File: src/rtl/loopback_rx_pkt_counter.sv
// Frames the 64-bit loopback receive stream into packets, checks length and
// sequence number, and keeps the good-packet count plus saturating error counts.
module loopback_rx_pkt_counter #(
  parameter int unsigned PKT_WORDS = 16,
  parameter int unsigned WCNT_W    = 12,
  parameter int unsigned SEQ_LSB   = 0
) (
  input  logic        user_clk,
  input  logic        user_rst_n,
  input  logic        rx_valid,
  input  logic [63:0] rx_data,
  input  logic        rx_eof,
  input  logic        rx_bad_frame,
  input  logic        cnt_rst,
  output logic [31:0] rx_cnt,
  output logic [31:0] rx_err,
  output logic        seq_lock,
  output logic        in_pkt
);

  localparam int unsigned SEQ_W = 32;
  localparam int unsigned CNT_W = 32;
  localparam int unsigned ERR_W = 16;

  localparam logic [0:0] IDLE = 1'b0;
  localparam logic [0:0] PKT  = 1'b1;

  localparam logic [WCNT_W-1:0] WCNT_MAX = '1;
  localparam logic [ERR_W-1:0]  ERR_MAX  = '1;
  localparam logic [WCNT_W-1:0] PKT_LEN  = WCNT_W'(PKT_WORDS);

  logic [0:0]        state, state_nxt;
  logic [WCNT_W-1:0] word_cnt, word_cnt_nxt;
  logic [SEQ_W-1:0]  cur_seq, cur_seq_nxt;
  logic [SEQ_W-1:0]  last_seq, last_seq_nxt;
  logic              seq_lock_nxt;
  logic [CNT_W-1:0]  rx_cnt_nxt;
  logic [ERR_W-1:0]  frame_err_cnt, frame_err_cnt_nxt;
  logic [ERR_W-1:0]  seq_err_cnt, seq_err_cnt_nxt;

  logic              eval;
  logic [WCNT_W-1:0] eval_len;
  logic [SEQ_W-1:0]  eval_seq;
  logic [SEQ_W-1:0]  beat_seq;
  logic [WCNT_W-1:0] word_cnt_inc;
  logic              unused_data;

  assign beat_seq     = rx_data[SEQ_LSB +: SEQ_W];
  assign unused_data  = ^rx_data;
  // Saturate so an oversize packet can never wrap back onto a legal length
  assign word_cnt_inc = (word_cnt == WCNT_MAX) ? WCNT_MAX : word_cnt + WCNT_W'(1);

  // Next-state and counter update
  always_comb begin
    state_nxt         = state;
    word_cnt_nxt      = word_cnt;
    cur_seq_nxt       = cur_seq;
    last_seq_nxt      = last_seq;
    seq_lock_nxt      = seq_lock;
    rx_cnt_nxt        = rx_cnt;
    frame_err_cnt_nxt = frame_err_cnt;
    seq_err_cnt_nxt   = seq_err_cnt;
    eval              = 1'b0;
    eval_len          = word_cnt_inc;
    eval_seq          = cur_seq;

    if (cnt_rst) begin
      state_nxt         = IDLE;
      word_cnt_nxt      = '0;
      cur_seq_nxt       = '0;
      last_seq_nxt      = '0;
      seq_lock_nxt      = 1'b0;
      rx_cnt_nxt        = '0;
      frame_err_cnt_nxt = '0;
      seq_err_cnt_nxt   = '0;
    end else if (rx_valid) begin
      case (state)
        IDLE: begin
          cur_seq_nxt  = beat_seq;
          word_cnt_nxt = WCNT_W'(1);
          if (rx_eof) begin
            eval     = 1'b1;
            eval_len = WCNT_W'(1);
            eval_seq = beat_seq;
          end else begin
            state_nxt = PKT;
          end
        end
        default: begin
          word_cnt_nxt = word_cnt_inc;
          if (rx_eof) begin
            eval      = 1'b1;
            state_nxt = IDLE;
          end
        end
      endcase

      if (eval) begin
        if ((eval_len == PKT_LEN) && !rx_bad_frame) begin
          rx_cnt_nxt = rx_cnt + CNT_W'(1);
          if (seq_lock && (eval_seq != last_seq + SEQ_W'(1)) && (seq_err_cnt != ERR_MAX)) begin
            seq_err_cnt_nxt = seq_err_cnt + ERR_W'(1);
          end
          last_seq_nxt = eval_seq;
          seq_lock_nxt = 1'b1;
        end else if (frame_err_cnt != ERR_MAX) begin
          frame_err_cnt_nxt = frame_err_cnt + ERR_W'(1);
        end
      end
    end
  end

  always_ff @(posedge user_clk or negedge user_rst_n) begin
    if (!user_rst_n) begin
      state         <= IDLE;
      word_cnt      <= '0;
      cur_seq       <= '0;
      last_seq      <= '0;
      seq_lock      <= 1'b0;
      rx_cnt        <= '0;
      frame_err_cnt <= '0;
      seq_err_cnt   <= '0;
    end else begin
      state         <= state_nxt;
      word_cnt      <= word_cnt_nxt;
      cur_seq       <= cur_seq_nxt;
      last_seq      <= last_seq_nxt;
      seq_lock      <= seq_lock_nxt;
      rx_cnt        <= rx_cnt_nxt;
      frame_err_cnt <= frame_err_cnt_nxt;
      seq_err_cnt   <= seq_err_cnt_nxt;
    end
  end

  assign rx_err = {frame_err_cnt, seq_err_cnt};
  assign in_pkt = (state == PKT);

endmodule

File: config.mk
export PLATFORM = sky130hd
export DESIGN_NAME = loopback_rx_pkt_counter
export DESIGN_NICKNAME = d
export VERILOG_FILES = /design/src/rtl/loopback_rx_pkt_counter.sv
export SDC_FILE = /design/constraint.sdc
export NUM_CORES = 1
export LEC_CHECK = 0
export BUFFER_PORTS_ARGS = -buffer_cell sky130_fd_sc_hd__buf_4
export CORE_MARGIN = 1
export CORE_UTILIZATION = 45
export DETAILED_ROUTE_END_ITERATION = 10
export GPL_TIMING_DRIVEN = 0
export PLACE_DENSITY = 0.66
export SETUP_SLACK_MARGIN = 0.2
export SLEW_MARGIN = 0
export SYNTH_ARGS = -nofsm -noshare
export SYNTH_HDL_FRONTEND = slang
export SYNTH_SLANG_ARGS = --single-unit
File: constraint.sdc
create_clock -name user_clk -period 3.9 [get_ports user_clk]
set_clock_uncertainty 0.1 [all_clocks]
set_input_delay 0.195 -clock user_clk [delete_from_list [all_inputs] [get_ports user_clk]]
set_output_delay 0.195 -clock user_clk [all_outputs]
set_load 0.05 [all_outputs]
# Word level (Yosys, flattened, before mapping)
# Index checks and enable logic that the tools add are counted.
# totals
register_bits,142
latchBits,0
mem_bits_rw,0
mem_bits_ro,0
inputBits,70
output_inout_bits,66
mem_count,0
# classes
addsub,5
mul,0
n_div,0
n_lt_le_gt_ge,0
n_eq_ne,7
shift,0
n_mux,43
bitwise,0
n_reduce_logical,13
# ops
operator,count
$mux W32,15
$mux W16,10
$mux W12,8
$add A32 B1 Y32 const B,2
$add A16 B1 Y16 const B,2
$ne A16 B16 Y1 const B,2
$ne A32 B32 Y1,1
$add A12 B1 Y12 const B,1
$eq A12 B12 Y1 const B,1
$eq A12 B5 Y1 const B,1
$mux W1,10
$reduce_bool A2 Y1,5
$reduce_and A4 Y1,2
$ne A2 B2 Y1 const B,2
$logic_and A1 B1 Y1,3
$reduce_and A3 Y1,1
$reduce_and A2 Y1,1
$logic_not A1 Y1,1

# Longest topological paths before layout
# depth
ltp_word,12
mapped_depth,14
depth_no_buf,10

# Worst setup path after synthesis
# Ideal clock, no wire load.
# synth_timing
kind,register to register
startpoint,reg word_cnt[0]
endpoint,reg seq_err_cnt[11]
arrival_ps,3167
required_time_ps,3675
slack_ps,509
path_stages_with_launch,12
n_path_buf,1
period_less_slack_ps,3391
cell_sequence,dfrtp_1 > ha_1 > clkbuf_1 > nand3_1 > xnor2_1 > and4b_1 > or4b_4 > or3_4 > nor2_2 > nand4_1 > nor4_1 > mux2_2
# synth_between
elab_chain_len,10
# synth_lines
item,line_no,source
from (decl),33,"logic [WCNT_W-1:0] word_cnt, word_cnt_nxt;"
from (signal assigned),125,word_cnt <= word_cnt_nxt;
$add A12 B1 Y12 or $eq A12 B12 Y1 (tied branches),51,assign word_cnt_inc = (word_cnt == WCNT_MAX) ? WCNT_MAX : word_cnt + WCNT_W'(1);
$mux W12 (*),51,
$mux W12,81,if (rx_eof) begin
$mux W12 (*),77,case (state)
$mux W12 (*),76,end else if (rx_valid) begin
$mux W12 (*),67,if (cnt_rst) begin
$eq A12 B5 Y1 (*),99,if ((eval_len == PKT_LEN) && !rx_bad_frame) begin
$logic_and A1 B1 Y1 (*),99,
$reduce_bool A2 Y1 (no line) (*),n/a,
$reduce_and A4 Y1 (no line) (*),n/a,
to (signal assigned),131,seq_err_cnt <= seq_err_cnt_nxt;
to (decl),39,"logic [ERR_W-1:0] seq_err_cnt, seq_err_cnt_nxt;"
# Mark *: on every way between the ends. The rest lies on a longest branch, timed or not. The select of a mux whose other input is x is not followed.
# A chain may end at the register's enable or synchronous reset.

# Worst setup path in the final report
# layout_timing
startpoint,reg state (netlist: in_pkt)
endpoint,reg seq_err_cnt[15]
# layout_between
elab_chain_len,8
# layout_lines
item,line_no,source
from (decl),32,"logic [0:0] state, state_nxt;"
from (signal assigned),124,state <= state_nxt;
$mux W32,77,
$mux W32,76,
$mux W32,67,
$ne A32 B32 Y1,101,if (seq_lock && (eval_seq != last_seq + SEQ_W'(1)) && (seq_err_cnt != ERR_MAX)) begin
$logic_and A1 B1 Y1 (2 in a row),101,
$reduce_bool A2 Y1 (no line),n/a,
$reduce_and A4 Y1 (no line) (*),n/a,
# Marks and branches as above.

==> summary.txt <==
Yosys
  • Simple-gate share of the synthesized area: 22.5%
  • Top FF cell, synth: dfrtp_1
  • Synth Area in Adders: 0.785%
  • Number of synthesized flops with an enable pin: 0
  • Mapped Area: 7970 sq um
  • Post-synth ARST share: 100%
  • Count leader, synth: dfrtp_1
  • Commonest cells in the netlist: dfrtp_1, nor2_1, nand2_1
  • Post-synth top area cell: dfrtp_1
  • Synthesized flop and latch total: 142
  • Largest family of logic cells by synthesized area: simple AND/OR/NAND/NOR gates
  • Top cells by area, synth: dfrtp_1, nor2_1, xnor2_1
  • Synth cell types: 61
  • Complex-gate fraction of the synthesized area: 13.5%
  • Post-Synth XOR/XNOR Area: 10.0%
  • Cells after synthesis: 850
  • Avg Cell Area, Syn: 9.38 sq um
  • Mux contribution to synthesized area: 5.56%
  • Yosys Warn Count: 0
  • Post-synth net total: 925
  • Register area share after synthesis: 44.6%
  • Top-area cell type share of the netlist area: 44.6%

Worst setup path
  • Worst path bufs/invs: 5
  • Crit Path Max Fanout: 10
  • Setup CP Type: flop to flop
  • Crit-path slowest cell: dfrtp_1
  • Crit end category: flop
  • WP data arrival: 3.75 ns
  • FF-to-FF Start: in_pkt
  • Worst setup startpoint: in_pkt
  • WP depth: 13
  • Nature of the critical path startpoint: flop
  • CP endpoint: seq_err_cnt[15]
  • Reg2reg path depth: 13
  • Worst Path Required: 4.11 ns
  • Most used cell, CP: buf_6
  • Critical path's largest stage delay: 0.46 ns
  • Critical path, cell by cell: nor2b_1 -> buf_4 -> buf_6 -> buf_6 -> mux2i_4 -> xnor2_1 -> a2111o_1 -> nor4_1 -> and4_1 -> buf_2 -> clkbuf_4 -> nor3_1 -> mux2_2
  • Reg2reg setup slack: 0.36 ns
  • CP top delay family: buffers and inverters
  • Worst R2R End: seq_err_cnt[15]

Power and ir drop
  • Switch share: 26.1%
  • Max VDD drop: 310 uV
  • Leakage power: 4.33 nW
  • Int Pwr: 0.00254 W
  • Register share of total power: 44.0%
  • Part of the power in the clock network: 46.2%
  • Pwr dens: 342 nW/um^2
  • Logic pwr share: 9.9%
  • Sw Pwr: 0.000899 W
  • Final Power: 0.00344 W

Routing
  • WL final: 20.9 mm
  • Antenna violation net count after detailed routing: 0
  • Vias per Instance: 5.52
  • Total number of vias: 6892
  • WL/cell: 16.8 microns
  • DRT iter0 DRCs: 436
  • TritonRoute pass-1 iters: 7
  • Drc violations: 0

Die
  • Die W: 135 microns
  • Die area: 18300 sq um
  • Core footprint: 17300 sq um
  • Starting density of the core: 46.1%
  • Boundary pin count: 136
  • Die height: 135 microns
  • Row count: 48

GRT
  • Total gr overflow: 0
  • Vias in the first global route: 6735
  • First-pass GRT wire length: 34.4 mm
  • Largest net degree at the start of global routing: 90
  • Total track usage: 24.1%
  • Initial antenna violation count: 0

Placement
  • Placed wire-length estimate: 14.3 mm
  • IO Port Bufs: 102
  • Placed instance area: 9050 sq um
  • Post-Place Worst Slack: -0.0233 ns
  • Final GP Congestion: 0.845

Cells and area
  • Antenna cells: 0
  • Number of fill cells: 1565
  • Multi-input gate area: 4240 sq um
  • Synth-to-Final Area Change: 26.3%
  • Final nets: 1085
  • Share of cells above drive strength 1: 17.9%
  • Sequential Area: 3550 sq um
  • Final instance area: 10100 sq um

Clock tree
  • Clock latency on the worst-skew pair: 0.43 ns
  • Clock Tree Root: clkbuf_16
  • Clock sink total: 142
  • Total CTS buffers: 17
  • Clock slew at reported path FFs: 0.06 ns
  • # H-tree levels: 4
  • Max Buffers Root-to-Sink: 2
  • CTS tree: built

Outcome
  • Outcome: finished, final reports clean

Timing
  • Period Utilization, post-route: 90.7%
  • Slew margin rel.: 27.2%
  • Fin. max-slew vios: 0
  • Unrepaired setup endpoints after global routing: yes
  • Slew @ Worst Pin: 1.09 ns
  • Top achievable clock speed: 0.283 GHz
  • Post-layout min period: 3.54 ns
  • Setup violators final: 0
  • Final setup margin: 0.362 ns
  • Final Hold Fails: 0

Hold path
  • Hold/Removal Path Class: primary input to flop

Flow run
  • Max Cap Viol: 0
-- cell usage in the layout, fill, tap and decap left out, types with 20 or more instances in the layout --
cell type        n
a22o_1          32
a211oi_1        33
dfrtp_1        141
a21oi_1         31
nor3_1          20
dlygate4sd3_1   33
nand3_1         36
xor2_1          40
clkbuf_1        31
o21ai_0         31
buf_4          108
mux2i_1         27
xnor2_1         51
nor2_1         119
nand2_1         53
nand4_1         21
-- worst min path at each step --
stage,start,endpoint,slack [ns],cells after the start
floorplan,user_rst_n,cur_seq[0],-0.20,0
global placement,rx_data[14],cur_seq[14],0.32,2
detailed placement,user_rst_n,cur_seq[3],0.1,1
CTS,rx_eof,in_pkt,0.009,4
global route,rx_eof,in_pkt,0.06,4
finish,rx_eof,in_pkt,0.02,4
-- power groups by stage --
| stage | combinational [W] | clock, W | sequential [W] |
|---|---|---|---|
| after floorplan | 0.000168 | 0 | 0.00154 |
| after global placement | 0.000293 | 0 | 0.00154 |
| after detailed placement | 0.000301 | 0 | 0.00154 |
| after CTS | 0.000332 | 0.00162 | 0.00151 |
| after global routing | 0.000371 | 0.00168 | 0.00152 |
| final | 0.000339 | 0.00159 | 0.00151 |
-- registers in the layout (all words and copies together) (netlist names) --
signal and flops:
frame_err_cnt 16, seq_lock 1, seq_err_cnt 16, in_pkt 1, last_seq 32, cur_seq 32, word_cnt 12, rx_cnt 32
-- worst min-delay path: cells and delay by family --
kind	cells	cell delay, ns
buffers and inverters	2	0.18
multiplexers	1	0.06
AND/OR/NAND/NOR	1	0.08
-- metal layers --
| metal | GRT usage, % | vias up | wire (microns) |
|---|---|---|---|
| li1 | - | 3356 | - |
| met1 | 32.0 | 3365 | 9800 |
| met2 | 39.0 | 150 | 9960 |
| met3 | 5.18 | 21 | 894 |
| met4 | 8.18 | 0 | 273 |
| met5 | 0 | - | 0 |
-- cell families after synthesis --
group | Yosys count
buf+inv | 60
xor+xnor | 91
flops | 142
simple gates | 352
compound gates | 157
fa+ha+maj | 5
mux | 43
-- stage by stage --
stage / TNS [ns] / hold WS [ns] / std cells / utilization (%)
3_5_place_dp: -0.0296 / 0.0963 / 1178 / 52.3
3_3_place_gp: 0 / 0.323 / 1177 / 52.1
6_report: 0 / 0.0226 / 1248 / 58.2
4_1_cts: 0 / 0.00917 / 1243 / 57.6
2_1_floorplan: 0 / -0.201 / 850 / -
5_1_grt: 0 / 0.0625 / 1248 / 58.2
-- cell type report --
| cell class | instances | area share, % |
|---|---|---|
| timing repair buffer | 141 | 11.6 |
| sequential | 142 | 35.3 |
| buffer | 45 | 2.06 |
| clock inverter | 14 | 1.32 |
| inverter | 15 | 0.559 |
| tap | 225 | 2.79 |
| clock buffer | 18 | 4.36 |
| multi-input combinational | 648 | 42.1 |
-- what timing repair did --
action / CTS / global route
hold buffers: 33 / 0
hold endpoints to repair: 85 / 0
endpoints found under the setup margin: 8 / 34
pin swaps: 1 / 2
setup buffers: 0 / 5
resized for setup: 5 / 18
Power figures use the tool's default switching activity.
